## src/rtl/debug_pkg.sv

```systemverilog
// rtl/debug_pkg.sv - shared types, DR6/DR7 field positions and byte-mask helper for the breakpoint unit
package debug_pkg;

    typedef enum logic [1:0] {
        RW_EXEC  = 2'b00,
        RW_WRITE = 2'b01,
        RW_IO    = 2'b10,
        RW_RDWR  = 2'b11
    } rw_e;

    typedef enum logic [1:0] {
        LEN_1     = 2'b00,
        LEN_2     = 2'b01,
        LEN_UNDEF = 2'b10,
        LEN_4     = 2'b11
    } len_e;

    localparam int DR7_L         = 0;
    localparam int DR7_G         = 1;
    localparam int DR7_GD        = 13;
    localparam int DR7_RW        = 16;
    localparam int DR7_LEN       = 18;
    localparam int DR7_BP_STRIDE = 4;

    localparam int DR6_B0 = 0;
    localparam int DR6_B1 = 1;
    localparam int DR6_B2 = 2;
    localparam int DR6_B3 = 3;
    localparam int DR6_BD = 13;
    localparam int DR6_BS = 14;

    typedef enum logic [1:0] {
        ST_IDLE  = 2'b00,
        ST_ACCUM = 2'b01,
        ST_REQ   = 2'b10
    } state_e;

    // Bytes of the dword covered by a breakpoint; the undefined length behaves as one byte.
    function automatic logic [3:0] len_mask(input len_e len, input logic [1:0] low);
        case (len)
            LEN_2:   return 4'b0011 << {low[1], 1'b0};
            LEN_4:   return 4'hF;
            default: return 4'b0001 << low;
        endcase
    endfunction

endpackage

```

## src/rtl/debug_bp_compare.sv

```systemverilog
// rtl/debug_bp_compare.sv - combinational match of one breakpoint against instruction and data traffic
module debug_bp_compare
    import debug_pkg::*;
(
    input  logic        enable,
    input  logic [1:0]  rw,
    input  logic [1:0]  len,
    input  logic [31:0] bp_addr,
    input  logic        insn_start_valid,
    input  logic [31:0] insn_start_addr,
    input  logic        eflags_rf,
    input  logic        access_valid,
    input  logic [29:0] access_addr,
    input  logic [3:0]  access_be,
    input  logic        access_write,
    output logic        data_hit,
    output logic        insn_hit
);

    logic [3:0] byte_mask;
    logic       rw_ok;

    assign byte_mask = len_mask(len_e'(len), bp_addr[1:0]);
    assign rw_ok     = (rw == RW_RDWR) || ((rw == RW_WRITE) && access_write);

    assign data_hit = enable && access_valid && rw_ok
                   && (access_addr == bp_addr[31:2])
                   && ((byte_mask & access_be) != 4'h0);

    assign insn_hit = enable && insn_start_valid && !eflags_rf
                   && (rw == RW_EXEC) && (len == LEN_1)
                   && (insn_start_addr == bp_addr);

endmodule

```

## src/rtl/debug_breakpoint_unit.sv

```systemverilog
// rtl/debug_breakpoint_unit.sv - #DB request generation from DR0-DR3/DR7; DEBUG_BREAKPOINT_SINGLE_STEP_EN adds single-step (BS)
module debug_breakpoint_unit
    import debug_pkg::*;
#(
    parameter int NUM_BP = 4
) (
    input  logic                   clock,
    input  logic                   reset_n,
    input  logic [NUM_BP-1:0][31:0] dr_addr,
    input  logic [31:0]            dr7,
    input  logic                   insn_start_valid,
    input  logic [31:0]            insn_start_addr,
    input  logic                   eflags_rf,
`ifdef DEBUG_BREAKPOINT_SINGLE_STEP_EN
    input  logic                   eflags_tf,
`endif
    input  logic                   access_valid,
    input  logic [29:0]            access_addr,
    input  logic [3:0]             access_be,
    input  logic                   access_write,
    input  logic                   insn_retire,
    input  logic                   insn_flush,
    input  logic                   dr_access_valid,
    output logic                   debug_req,
    output logic                   debug_fault,
    output logic [15:0]            dr6_status,
    input  logic                   debug_ack,
    output logic                   gd_clear
);

    logic [NUM_BP-1:0] data_hits;
    logic [NUM_BP-1:0] insn_hits;
    logic              gd_hit;
    logic              step_trap;
    logic [15:0]       bs_bit;

    state_e            state_q, state_d;
    logic [NUM_BP-1:0] pending_q, pending_d;
    logic [15:0]       status_q, status_d;
    logic              fault_q, fault_d;
    logic              gd_clear_q, gd_clear_d;

    logic              unused_dr7;
    assign unused_dr7 = ^{dr7[15:14], dr7[12:2*NUM_BP]};

    for (genvar i = 0; i < NUM_BP; i++) begin : g_bp
        debug_bp_compare u_cmp (
            .enable           (dr7[DR7_L + 2*i] | dr7[DR7_G + 2*i]),
            .rw               (dr7[DR7_RW  + DR7_BP_STRIDE*i +: 2]),
            .len              (dr7[DR7_LEN + DR7_BP_STRIDE*i +: 2]),
            .bp_addr          (dr_addr[i]),
            .insn_start_valid (insn_start_valid),
            .insn_start_addr  (insn_start_addr),
            .eflags_rf        (eflags_rf),
            .access_valid     (access_valid),
            .access_addr      (access_addr),
            .access_be        (access_be),
            .access_write     (access_write),
            .data_hit         (data_hits[i]),
            .insn_hit         (insn_hits[i])
        );
    end

    assign gd_hit = dr7[DR7_GD] & dr_access_valid;

`ifdef DEBUG_BREAKPOINT_SINGLE_STEP_EN
    assign step_trap = insn_retire & eflags_tf;
`else
    assign step_trap = 1'b0;
`endif
    assign bs_bit = step_trap ? (16'h1 << DR6_BS) : 16'h0;

    always_ff @(posedge clock or negedge reset_n) begin
        if (!reset_n) begin
            state_q    <= ST_IDLE;
            pending_q  <= '0;
            status_q   <= '0;
            fault_q    <= 1'b0;
            gd_clear_q <= 1'b0;
        end else begin
            state_q    <= state_d;
            pending_q  <= pending_d;
            status_q   <= status_d;
            fault_q    <= fault_d;
            gd_clear_q <= gd_clear_d;
        end
    end

    always_comb begin
        state_d    = state_q;
        pending_d  = pending_q;
        status_d   = status_q;
        fault_d    = fault_q;
        gd_clear_d = 1'b0;
        case (state_q)
            ST_IDLE: begin
                // Faults pre-empt trap accumulation; GD reports any instruction hits alongside BD.
                if (gd_hit) begin
                    state_d    = ST_REQ;
                    fault_d    = 1'b1;
                    status_d   = (16'h1 << DR6_BD) | 16'(insn_hits);
                    gd_clear_d = 1'b1;
                end else if (|insn_hits) begin
                    state_d  = ST_REQ;
                    fault_d  = 1'b1;
                    status_d = 16'(insn_hits);
                end else if (!insn_flush) begin
                    if (insn_retire && ((|data_hits) || step_trap)) begin
                        state_d  = ST_REQ;
                        fault_d  = 1'b0;
                        status_d = 16'(data_hits) | bs_bit;
                    end else if (|data_hits) begin
                        state_d   = ST_ACCUM;
                        pending_d = data_hits;
                    end
                end
            end
            ST_ACCUM: begin
                if (insn_flush) begin
                    state_d   = ST_IDLE;
                    pending_d = '0;
                end else if (insn_retire) begin
                    state_d   = ST_REQ;
                    fault_d   = 1'b0;
                    status_d  = 16'(pending_q | data_hits) | bs_bit;
                    pending_d = '0;
                end else begin
                    pending_d = pending_q | data_hits;
                end
            end
            ST_REQ: begin
                if (debug_ack) begin
                    state_d   = ST_IDLE;
                    pending_d = '0;
                    status_d  = '0;
                    fault_d   = 1'b0;
                end
            end
            default: begin
                state_d   = ST_IDLE;
                pending_d = '0;
                status_d  = '0;
                fault_d   = 1'b0;
            end
        endcase
    end

    assign debug_req   = (state_q == ST_REQ);
    assign debug_fault = fault_q;
    assign dr6_status  = status_q;
    assign gd_clear    = gd_clear_q;

endmodule

```

## config.mk

```make
export PLATFORM = sky130hd
export DESIGN_NAME = debug_breakpoint_unit
export DESIGN_NICKNAME = d
export VERILOG_FILES = /design/src/rtl/debug_pkg.sv /design/src/rtl/debug_bp_compare.sv /design/src/rtl/debug_breakpoint_unit.sv
export SDC_FILE = /design/constraint.sdc
export NUM_CORES = 1
export LEC_CHECK = 0
export BUFFER_PORTS_ARGS = -buffer_cell sky130_fd_sc_hd__buf_2
export CAP_MARGIN = 20
export CORE_ASPECT_RATIO = 1.2
export CORE_UTILIZATION = 35
export DETAILED_ROUTE_END_ITERATION = 8
export HOLD_SLACK_MARGIN = 0.02
export PLACE_DENSITY = 0.71
export SYNTH_ARGS = -nofsm -noshare
export SYNTH_HDL_FRONTEND = slang
export SYNTH_SLANG_ARGS = --single-unit
```

## constraint.sdc

```tcl
create_clock -name clock -period 1.3 [get_ports clock]
set_input_delay 0.065 -clock clock [delete_from_list [all_inputs] [get_ports clock]]
set_output_delay 0.065 -clock clock [all_outputs]
set_load 0.1 [all_outputs]
```

==> results of run 1 <==
==> cell families (layout without fill, tap and decap cells) <==
kind of cell	Yosys count	after routing
compound gates	47	47
flops	13	13
mux	4	4
other cells	1	13
xor+xnor	244	244
simple gates	157	157
buf+inv	25	393
==> repair_timing <==
action                                  CTS  global route
setup buffers                             5             3
hold buffers                              1             0
resized for setup                        46            30
endpoints found under the hold margin    13             0
pin swaps                                19             8
endpoints found under the setup margin   12            12
==> worst max-delay path, cell delays in order <==
cell	delay [ns]
buf_2	0.13
buf_4	0.14
xor2_1	0.17
nor4_2	0.29
nand4_1	0.16
buf_4	0.20
nor4_4	0.30
o41a_1	0.23
a311oi_2	0.12
buf_4	0.19
o21ai_1	0.10
o21ai_1	0.07
==> per-stage QoR <==
step	util [%]	setup TNS [ns]	instance area (µm²)	setup WS, ns
floorplan	-	-5.15	4100	-0.555
global placement	57.3	-12.52	6390	-1.11
detailed placement	57.3	-13.82	6390	-1.23
CTS	60.4	-7.74	6730	-0.711
global route	62.1	-9.30	6910	-0.807
finish	62.1	-8.50	6920	-0.754
==> area by class of cell <==
class	count	area [µm²]
antenna	2	5.00
clock buffer	4	78.8
inverter	10	37.5
tap	154	193
multi-input combinational	463	3880
timing repair buffer	379	2400
fill	1037	4220
sequential	13	325
==> metal layers <==
metal  track usage [%]  part of all wire, %  vias to the layer above
met1              36.0                   36                     2483
met5                 0                    0                        -
li1                  -                    -                     2490
met3              4.66                  6.8                       88
met4              19.7                  6.7                        0
met2              61.3                   51                      332
==> how the worst max path moves through the flow <==
stage / startpoint / end / slack (ns) / depth (start not counted)
3_3_place_gp: access_addr[4] / dr6_status[1] / -1.11 / 11
4_1_cts: dr_addr[96] / pending_q[0] / -0.71 / 10
5_1_grt: access_addr[11] / pending_q[2] / -0.81 / 12
3_5_place_dp: access_addr[4] / dr6_status[1] / -1.23 / 11
2_1_floorplan: dr_addr[32] / pending_q[1] / -0.56 / 7
6_report: access_addr[11] / pending_q[3] / -0.75 / 12
==> flip-flops by register name, summed over array words and instances (netlist names) <==
register	cells
state_q	2
gd_clear	1
pending_q	4
dr6_status	5
debug_fault	1
==> placed cells by master (no fill, tap or decap), types with 3 or more instances in the layout <==
master / netlist / final
xnor2_1: 36 / 36
nor2_1: 21 / 21
buf_12: 0 / 3
conb_1: 1 / 11
or3_1: 3 / 3
nand4_1: 18 / 18
nor4_1: 58 / 42
buf_8: 0 / 4
buf_6: 2 / 10
xor2_1: 208 / 201
nor4_2: 2 / 13
clkbuf_16: 0 / 3
and3_1: 3 / 3
or4_1: 3 / 3
nand3_1: 10 / 9
o21ai_1: 0 / 4
a21oi_1: 8 / 6
dfrtp_1: 13 / 13
mux4_2: 4 / 4
nor4_4: 1 / 6
nand3b_1: 5 / 5
nand2_1: 12 / 12
nor3_1: 10 / 9
buf_2: 0 / 222
o21ai_0: 12 / 6
xor2_2: 0 / 5
inv_1: 10 / 10
a32o_1: 3 / 3
buf_4: 12 / 139
==> power breakdown <==
part           switching (mW)  leakage, nW  internal [mW]
combinational            1.44         3.10           1.06
clock                   0.171       0.0382          0.414
sequential             0.0109        0.174          0.426
total                    1.62         3.31           1.90
==> flow_summary.ini, run 1 <==
[timing]
worst_slew_pin_slew_ns = 0.533
slew_headroom_pct = 64.2
max_freq_mhz = 487
clock_skew_ns = 0.00273
finalCritPeriodShare_pct = 158
drv_slew = 0
setup_slack_ns = -0.754
rsz0062_at_grt = true
hold_viol_final = 0
setup_violations = 12
min_period_ns = 2.05
hold_slack_ns = 0.144

[setup_path]
cp.arrival_ns = 2.18
rr_worst_depth = 6
critPathKind = input pin to register
cp-start-kind = input pin
r2r_start = state_q[0]
critPathCaptureType = register
worstPathRequired_ns = 1.42
r2r-end = debug_fault
r2r_slack_ns = -0.10
cp_max_fo = 3

[global_routing]
grt_first_pass_wirelength_um = 29600
grt.overflow.total = 0
antenna_found_initial = 1
track_usage_pct = 33.4
grt_pass1_vias = 5483
grt_max_degree = 14

[logic_synthesis]
netlist_top_cells_count = xor2_1 (208), nor4_1 (58), xnor2_1 (36)
async_reset_ff_share_pct = 100
synthCells = 491
synth_top_family_by_area = XOR/XNOR gates
muxShareOfSynthArea_pct = 2.24
ys_types = 49
synth_compound_area_share_pct = 9.70
synth_top_area_cell = xor2_1
ys_seq_area_share_pct = 8.08
synth_area_leaders = xor2_1 (45%), nor4_1 (9.0%), dfrtp_1 (8.1%), xnor2_1 (7.8%), nand4_1 (2.8%)
synth_adder_area_share_pct = 0
yosys_warnings = 0
synth-xor-area-share_pct = 53.1
synth-simple-area-share_pct = 22.9
syn_area_per_cell_um2 = 8.20
yosysTopAreaCellShare_pct = 45.2
synth_edf_count = 0
synth_ff_type = dfrtp_1
synth.most_common_cell = xor2_1
ys_seq_elements = 13
synth.cell_area_um2 = 4030

[clock_network]
clock-sinks = 13
clk_pin_slew_ns = 0.04
cts_buffers = 3
cts_tree = yes
worstSkewPairLatency_ns = 0.24
root_buffer = clkbuf_16
clockBufferDepth = 2
h-tree-depth = 1

[min_path]
hold_class = input pin to register
min_to = gd_clear
min_path_cells = 2
min_from = dr_access_valid

[floorplanning]
initial_core_util_pct = 36.1
die_h_um = 119
io_pins = 255
die-area_um2 = 11900
core_area_um2 = 11100
die_w_um = 99.9
num_rows = 42

[final_layout]
final_cells = 1025
syn2layout_area_growth_pct = 71.8
drive_above_1_share_pct = 49.9
nets = 1106

[outcome]
violations = negative setup slack
status = complete, but fails checks

[detailed_routing]
routed_wl_um = 20500
ant_nets = 0
routedWlPerCell_um = 20.0
first_pass_iters = 5
num_vias = 5393
avgViaCountPerCell = 5.26
drt-initial-drc-count = 384
drc = 0

[power_and_ir_drop]
leakage_nw = 3.31
p_per_area_nw_per_um2 = 509
power_mw = 3.52
ir_drop_mv = 0.397

[placed_design]
place_congestion = 1.09
dp_hpwl_um = 18000
port_buffers = 236
placed_cells = 1010

[job]
timing.max_cap.violations = 0
Note: power is estimated with default switching activity, not from simulation.
==> run 2: changes to the inputs <==
--- a/config.mk
+++ b/config.mk
@@ -8,10 +8,10 @@
 export BUFFER_PORTS_ARGS = -buffer_cell sky130_fd_sc_hd__buf_2
 export CAP_MARGIN = 20
 export CORE_ASPECT_RATIO = 1.2
-export CORE_UTILIZATION = 35
+export CORE_UTILIZATION = 40
 export DETAILED_ROUTE_END_ITERATION = 8
 export HOLD_SLACK_MARGIN = 0.02
-export PLACE_DENSITY = 0.71
+export PLACE_DENSITY = 0.79
 export SYNTH_ARGS = -nofsm -noshare
 export SYNTH_HDL_FRONTEND = slang
 export SYNTH_SLANG_ARGS = --single-unit
==> run 2 against run 1 <==
The flow still finishes with violations (negative setup slack). Worst hold slack gained 0.0012 ns. Sequential power about the same. Cell area fell by 3.6%.
==> flow_summary.ini, run 2 (synthesis gave the netlist of run 1 again) <==
[setup_path]
critPathKind = input pin to register
max_stage_delay_ns = 0.35
cp-start-kind = input pin
worstPathRequired_ns = 1.42
crit_family = simple AND/OR/NAND/NOR gates
cp.arrival_ns = 2.10
path_buf_inv = 2
r2r_slack_ns = -0.11
cp_max_fo = 5
r2r_start = state_q[0]
rr_worst_depth = 6
path_cells = buf_2 -> xor2_1 -> nor4_1 -> nand4_1 -> nor4_4 -> o41a_1 -> a311oi_2 -> buf_4 -> o21ai_2 -> o21ai_1
crit_slowest_cell = nor4_1
r2r-end = pending_q[1]
critPathCaptureType = register

[floorplanning]
io_pins = 255
initial_core_util_pct = 41.7
die_w_um = 93.6
die-area_um2 = 10500
num_rows = 39
core_area_um2 = 9660
die_h_um = 112

[clock_network]
worstSkewPairLatency_ns = 0.25
clock-sinks = 13
clockBufferDepth = 2
cts_buffers = 3
clk_pin_slew_ns = 0.05
root_buffer = clkbuf_16
cts_tree = yes
h-tree-depth = 1

[timing]
hold_viol_final = 0
min_period_ns = 1.97
setup_violations = 12
hold_slack_ns = 0.146
drv_slew = 0
rsz0062_at_grt = true
worst_slew_pin_slew_ns = 0.544
clock_skew_ns = 0.00289
slew_headroom_pct = 63.4
setup_slack_ns = -0.674
max_freq_mhz = 507
finalCritPeriodShare_pct = 152

[detailed_routing]
drt-initial-drc-count = 432
avgViaCountPerCell = 5.60
routed_wl_um = 20300
ant_nets = 0
first_pass_iters = 5
num_vias = 5447
drc = 0
routedWlPerCell_um = 20.9

[global_routing]
grt_max_degree = 14
grt_first_pass_wirelength_um = 30000
grt_pass1_vias = 5734
antenna_found_initial = 2
track_usage_pct = 38.2
grt.overflow.total = 0

[final_layout]
layout_common_cells = buf_2 (221), xor2_1 (201), buf_4 (122)
largest_reg_flops = 5
final_area_um2 = 6670
final_common_cell = buf_2
syn2layout_area_growth_pct = 65.6
fill_cells = 802
nets = 1085
drive_above_1_share_pct = 49.1

[min_path]
min_path_cells = 4
min_from = insn_flush
min_to = state_q[0]
hold_class = input pin to register

[placed_design]
port_buffers = 236
placedInstanceArea_um2 = 6190
dp_hpwl_um = 17800
place_congestion = 1.00

[power_and_ir_drop]
p_per_area_nw_per_um2 = 520
leakage_nw = 3.20
ir_drop_mv = 0.348

[outcome]
violations = negative setup slack
status = complete, but fails checks

[job]
timing.max_cap.violations = 0
## run 2: cell types whose count changed in the layout (fill, tap and decap cells not counted), sizes merged
cell / previous run / this run
buf: 378 / 357
## run 2: area by class of cell
class | instances | area [µm²] | area share [%]
multi-input combinational | 463 | 3850 | 57.8
timing repair buffer | 358 | 2210 | 33.2
sequential | 13 | 325 | 4.88
tap | 123 | 154 | 2.31
clock buffer | 4 | 78.8 | 1.18
inverter | 10 | 37.5 | 0.563
antenna | 2 | 5.00 | 0.0751
## run 2: worst max path at each step
stage	startpoint	to	slack, ns	cells past startpoint
finish	access_addr[6]	pending_q[3]	-0.67	10
global route	access_addr[13]	pending_q[3]	-0.80	11
CTS	access_be[3]	pending_q[3]	-0.62	10
detailed placement	access_addr[4]	pending_q[1]	-1.14	11
global placement	access_addr[4]	pending_q[1]	-1.08	11
floorplan	dr_addr[32]	pending_q[1]	-0.56	7
## run 2: worst min-delay path, stage by stage
cell	delay, ns
buf_2	0.10
nor2_1	0.07
nand2_1	0.06
a21oi_1	0.06
## run 2: metal layers
metal	vias up	wire length, µm	GRT usage (%)
met5	-	0	0
met1	2514	6990	40.5
met4	0	1600	25.5
met3	114	1640	5.87
met2	373	10100	68.4
li1	2446	-	-
## run 2: power by group
group	leakage, nW	switching, mW	internal [mW]
logic	2.98	1.42	1.02
registers	0.174	0.0117	0.425
clock network	0.0382	0.177	0.414
total	3.20	1.61	1.85
## run 2: metrics by stage
stage | power, mW | instances | TNS, ns | worst slack, ns | util, %
after CTS | 3.39 | 968 | -6.66 | -0.623 | 67.9
after global routing | 3.61 | 973 | -8.70 | -0.803 | 69.0
after floorplan | 1.51 | 501 | -5.15 | -0.555 | -
final | 3.47 | 973 | -7.52 | -0.674 | 69.0
after detailed placement | 2.69 | 958 | -12.76 | -1.14 | 64.1
after global placement | 2.66 | 958 | -12.04 | -1.08 | 64.1
## run 2: timing repair
item	4_1_cts	5_1_grt
setup endpoints to repair	12	12
resized for setup	51	16
buffers inserted	5	3
endpoints found under the hold margin	13	0
pin swaps	10	11
cloned	0	0
hold buffers	1	0
